## config.mk

```make
export PLATFORM = sky130hd
export DESIGN_NAME = id_ex_stage
export DESIGN_NICKNAME = d
export VERILOG_FILES = /design/src/rtl/id_ex_stage.sv
export SDC_FILE = /design/constraint.sdc
export NUM_CORES = 1
export LEC_CHECK = 0
export CAP_MARGIN = 20
export CORE_AREA = 2 2 118 120
export DETAILED_ROUTE_END_ITERATION = 7
export DIE_AREA = 0 0 120 122
export GPL_TIMING_DRIVEN = 0
export PLACE_DENSITY = 0.79
export SETUP_SLACK_MARGIN = 0.02
export SYNTH_ARGS = -nofsm -noshare
export SYNTH_HDL_FRONTEND = slang
export SYNTH_SLANG_ARGS = --single-unit
export TNS_END_PERCENT = 10
```

## constraint.sdc

```tcl
create_clock -name clk -period 6.24 [get_ports clk]
set_input_delay 1.248 -clock clk [delete_from_list [all_inputs] [get_ports clk]]
set_output_delay 1.248 -clock clk [all_outputs]
set_load 0.005 [all_outputs]
```

## src/rtl/id_ex_stage.sv

```systemverilog
// ID/EX pipeline register with writeback bypass, load-use hazard stall/bubble
// insertion, branch flush, and a saturating stall-bubble counter.
module id_ex_stage #(
    parameter int CTRL_W = 8,
    parameter int CNT_W  = 16
) (
    input  logic              clk,
    input  logic              startin,
    input  logic              valid_id,
    input  logic [4:0]        rs_id,
    input  logic [4:0]        rt_id,
    input  logic              uses_rt_id,
    input  logic [4:0]        write_reg_id,
    input  logic [31:0]       data1_id,
    input  logic [31:0]       data2_id,
    input  logic [31:0]       imm_id,
    input  logic              reg_write_id,
    input  logic              mem_read_id,
    input  logic [CTRL_W-1:0] ctrl_id,
    input  logic              wb_reg_write,
    input  logic [4:0]        wb_write_reg,
    input  logic [31:0]       wb_write_data,
    input  logic              flush,
    output logic              stall_out,
    output logic              valid_ex,
    output logic              reg_write_ex,
    output logic              mem_read_ex,
    output logic [CTRL_W-1:0] ctrl_ex,
    output logic [4:0]        rs_ex,
    output logic [4:0]        rt_ex,
    output logic [4:0]        write_reg_ex,
    output logic [31:0]       a_ex,
    output logic [31:0]       b_ex,
    output logic [31:0]       imm_ex,
    output logic [CNT_W-1:0]  bubble_cnt
);

    logic [31:0] a_next;
    logic [31:0] b_next;
    logic        hz;
    logic        wb_live;

    // Register file writes at the edge but reads asynchronously, so same-cycle
    // writeback data has to be steered in here; r0 is never bypassed.
    always_comb begin
        wb_live = wb_reg_write && (wb_write_reg != 5'd0);
        a_next  = (wb_live && (wb_write_reg == rs_id)) ? wb_write_data : data1_id;
        b_next  = (wb_live && (wb_write_reg == rt_id)) ? wb_write_data : data2_id;
    end

    always_comb begin
        hz = valid_ex && mem_read_ex && (write_reg_ex != 5'd0) && valid_id &&
             ((write_reg_ex == rs_id) || (uses_rt_id && (write_reg_ex == rt_id)));
        stall_out = hz && !flush && !startin;
    end

    always_ff @(posedge clk) begin
        if (startin || flush || hz) begin
            valid_ex     <= 1'b0;
            reg_write_ex <= 1'b0;
            mem_read_ex  <= 1'b0;
            ctrl_ex      <= '0;
            rs_ex        <= '0;
            rt_ex        <= '0;
            write_reg_ex <= '0;
            a_ex         <= '0;
            b_ex         <= '0;
            imm_ex       <= '0;
        end else begin
            valid_ex     <= valid_id;
            reg_write_ex <= valid_id && reg_write_id;
            mem_read_ex  <= valid_id && mem_read_id;
            ctrl_ex      <= valid_id ? ctrl_id : '0;
            rs_ex        <= rs_id;
            rt_ex        <= rt_id;
            write_reg_ex <= write_reg_id;
            a_ex         <= a_next;
            b_ex         <= b_next;
            imm_ex       <= imm_id;
        end
    end

    // Only load-use bubbles are counted; flush bubbles take priority and are not.
    always_ff @(posedge clk) begin
        if (startin) begin
            bubble_cnt <= '0;
        end else if (!flush && hz && (bubble_cnt != '1)) begin
            bubble_cnt <= bubble_cnt + 1'b1;
        end
    end

endmodule

```

**After elaboration in Yosys (flattened, before gate mapping)**

Cells that the tools add are included.

- Register bits: 138
- Logic and storage cells: 41

- Mux-type cells: 2
- Reduce and logical (&&, ||, !) cells: 21
- Add/subtract/negate cells: 1
- Bitwise operators: 1
- Equality and inequality tests: 5

Operator list:

| operator | number |
|---|---|
| $mux 32 | 2 |
| $eq 5x5->1 | 4 |
| $add 16x1->16 const B | 1 |
| $ne 16x16->1 const B | 1 |
| $logic_and 1x1->1 | 13 |
| $reduce_bool 5->1 | 2 |
| $logic_or 1x1->1 | 3 |
| $logic_not 1->1 | 2 |
| $reduce_or 2->1 | 1 |
| $not 1->1 | 1 |

**Depth between registers and ports, before layout**

- Depth in word-level cells: 6
- Depth in mapped cells: 8
- Gate-level depth less buffers: 7

**Worst setup path after synthesis**

OpenSTA, ideal clock, no wires.

- Kind: in2out
- Start point: input port rs_id[4]
- End point: output port stall_out
- Buffers on the path: 1
- Slack: 3015 ps
- Required time: 4992 ps
- Stages on the path: 6
- Data arrival time: 1977 ps
- Cells stage by stage: xnor2_1 nand3_1 o22ai_1 buf_2 nand2_1 nor2_1

- Word-level cells in the longest chain between the ends: 5

Ends and longest elaborated chain:

| element | line | source |
|---|---|---|
| from (decl) | 10 | `input logic [4:0] rs_id,` |
| $eq 5x5->1 | 53 | `((write_reg_ex == rs_id) \|\| (uses_rt_id && (write_reg_ex == rt_id)));` |
| $logic_or 1x1->1 | 53 |  |
| $logic_and 1x1->1 | 52 | `hz = valid_ex && mem_read_ex && (write_reg_ex != 5'd0) && valid_id &&` |
| $logic_and 1x1->1 (2 in series) | 54 | `stall_out = hz && !flush && !startin;` |
| to (decl) | 24 | `output logic stall_out,` |

Every way passes these cells.

**Worst setup path in the final report**

- Start point: input port rs_id[0]
- End point: output port stall_out

Same word-level chain as after synthesis.

==> results.tsv <==
stage	metric	value	unit
global_route	grt ovf	0	
sta	Final Cycle Share	72.1	%
critical_path	Crit. End Element	primary output	
critical_path	internal reg-to-reg setup slack	3.95	ns
final_layout	fill count	1008	
placed_design	placer congestion estimate	0.826	
power	Max IR drop VDD	0.000149	V
clock_network	CTS tree	yes	
yosys	syn_area_per_cell	10.8	um2
global_route	pin count of the biggest net entering global routing	17	
placed_design	hpwl dp	12500	um
sta	setup TNS	0	ns
clock_network	Clock Latency Late Sink	0.42	ns
yosys	synth warn	0	
floorplanning	core area	13500	um2
yosys	Netlist cell types	35	
global_route	Total GRT Usage	21.6	%
worst_hold_path	WHS Endpoint	bubble_cnt[9]	
route	# DRC	0	
clock_network	H-tree depth	4	
yosys	Syn Inst Count	461	
power	leakage	3.30	nW
critical_path	RR Endpoint	bubble_cnt[11]	
floorplanning	die area	14600	um2
route	Vias	4508	
route	Initial DRC Count	97	
critical_path	worst path arrival time	3.25	ns
floorplanning	chip height	122	um
clock_network	cts repair resizes	0	
final_layout	# diodes	0	
critical_path	worst path cell trace	clkdlybuf4s50_1 > xnor2_1 > nand2_1 > o22ai_1 > buf_2 > nand2_1 > nor2_1 > clkdlybuf4s50_1	
placed_design	setup slack at placement	1.72	ns
power	Final Total Pwr	2.23	mW
worst_hold_path	hold depth	2	
critical_path	Worst path slowest cell	clkdlybuf4s50_1	
route	antenna-violating nets left	0	
worst_hold_path	worst hold path class	reg2reg	
sta	final setup fails	0	
sta	Hold Fails Final Rpt	0	
critical_path	Worst R2R Path Depth	8	
critical_path	required time worst endpoint	4.99	ns
global_route	global-route wire length before repair	23900	um
worst_hold_path	hold path start	bubble_cnt[9]	
floorplanning	die width	120	um
route	WL/cell	16.4	um
placed_design	PortBufs	302	
final_layout	commonest non-fill, non-tap cell in the layout	clkdlybuf4s50_1	
sta	RSZ-0062 raised after global routing	no	
critical_path	CP Launch Type	input port	
final_layout	commonest non-fill, non-tap cells in the layout	clkdlybuf4s50_1, dfxtp_1, nor2_1	
clock_network	post-CTS setup buffer count	0	
yosys	FF+latch count, synth	138	
sta	Slew Limit Headroom	47.4	%
final_layout	FF/Latch Area	2760	um2
clock_network	Post-CTS Hold Buffers	0	
yosys	cell area after synthesis	4970	um2
clock_network	clock buffer depth	2	
clock_network	root buf cell	clkbuf_16	
sta	Setup WS post-layout	1.74	ns
floorplanning	row count	43	
floorplanning	I/O pin count	303	
run	max-cap violation count	0	
yosys	Seq/Total Area, Yosys	55.6	%
clock_network	clock buffer count from CTS	17	
route	Vias per Instance	4.62	
sta	Final min period	4.50	ns
final_layout	Layout area overhead	77.9	%
final_layout	layout cells sized above 1	7.55	%
sta	Worst Tran Pin Value	0.783	ns
critical_path	Max FO, Critical Path	10	
power	PD cells	252	nW/um2
yosys	syn nets	626	
sta	fin. max-slew vios	0	
sta	skew final	0.00781	ns
clock_network	Sink Count	138	
sta	max frequency	0.222	GHz
global_route	initial antenna violation count	0	
final_layout	Finished Core Util	65.5	%
critical_path	reg2reg start	bubble_cnt[0]	
clock_network	clock-pin slew on the worst setup and hold paths	0.05	ns
route	router iterations before antenna repair	4	
final_layout	Multi-input gate area	2010	um2
final_layout	final net count	947	
global_route	vias in the first global route	4669	
critical_path	classification of the worst setup path	in2out	
critical_path	CP max stage delay	0.62	ns
floorplanning	initial core utilization	36.8	%
status	status	finished clean	
route	final wirelength	16000	um
[logic make-up after synthesis]
family                     Yosys count  synth area share [%]
buffers and inverters               26                  4.05
xor gates and xnor gates            28                  4.93
adders and majority gates            1                 0.252
and+or+nand+nor                    188                  19.7
AOI/OAI and AO/OA                   13                  1.96
muxes                               67                  13.5
DFF                                138                  55.6
[worst max path at each step]
stage | start | to | slack [ns]
4_1_cts | rs_id[0] | stall_out | 1.71
3_5_place_dp | rs_id[0] | stall_out | 1.72
3_3_place_gp | rs_id[0] | stall_out | 1.70
2_1_floorplan | rs_id[4] | stall_out | 3.01
6_report | rs_id[0] | stall_out | 1.74
5_1_grt | rs_id[0] | stall_out | 1.56
[stage by stage]
stage	instance area [um2]	std cells	hold WS, ns
6_report	8840	975	0.528
2_1_floorplan	4970	461	0.480
5_1_grt	8840	975	0.557
3_5_place_dp	8220	943	0.521
4_1_cts	8840	975	0.533
3_3_place_gp	8220	943	0.476
[critical path, delay by kind of cell]
family                 cells  cell delay [ns]
buffers and inverters      3             1.39
AO/OA/AOI/OAI              1             0.22
XOR/XNOR                   1             0.15
AND/OR/NAND/NOR            3             0.23
[flip-flops by register name, summed over array words and instances, names as in the netlist]
name          count
imm_ex           32
valid_ex          1
rs_ex             5
ctrl_ex           8
bubble_cnt       16
b_ex             32
reg_write_ex      1
write_reg_ex      5
a_ex             32
mem_read_ex       1
rt_ex             5
[cell type report]
class	instances	area share [%]
Sequential cell	138	31.2
Timing Repair Buffer	302	34.2
Clock buffer	21	5.43
Tap cell	180	2.55
Clock inverter	11	1.61
Inverter	2	0.0849
Buffer	24	2.19
Multi-Input combinational cell	297	22.7
[cell usage after synthesis (all sizes together)]
| master | number | share of area, % |
|---|---|---|
| nor4 | 5 | 1.0 |
| xnor2 | 17 | 3.0 |
| nand3 | 10 | 1.0 |
| nor2b | 3 | 0.43 |
| or4 | 7 | 1.1 |
| clkbuf | 7 | 0.55 |
| nor3 | 2 | 0.30 |
| a311oi | 1 | 0.30 |
| mux2i | 65 | 13 |
| or3 | 1 | 0.13 |
| and3 | 16 | 2.0 |
| xor2 | 11 | 1.9 |
| mux2 | 2 | 0.45 |
| and2 | 49 | 6.2 |
| inv | 2 | 0.15 |
| a21oi | 4 | 0.40 |
| nand4 | 7 | 0.88 |
| o21ai | 3 | 0.53 |
| o22ai | 1 | 0.13 |
| ha | 1 | 0.25 |
| o31ai | 4 | 0.60 |
| nand2 | 9 | 0.68 |
| nor2 | 79 | 6.0 |
| buf | 17 | 3.3 |
| dfxtp | 138 | 56 |
[routing by layer]
| layer | GRT usage [%] | part of all wire [%] |
|---|---|---|
| met1 | 22.0 | 37 |
| met2 | 39.5 | 52 |
| met3 | 8.57 | 8.8 |
| met4 | 8.46 | 2.3 |
| met5 | 0 | 0 |
[power by group]
part / switching, mW / internal, mW / leakage, nW
registers: 0.0104 / 0.913 / 1.13
logic: 0.0830 / 0.179 / 1.86
clock network: 0.372 / 0.669 / 0.305
total: 0.466 / 1.76 / 3.30
No activity file was read; power rests on OpenSTA's default activity.
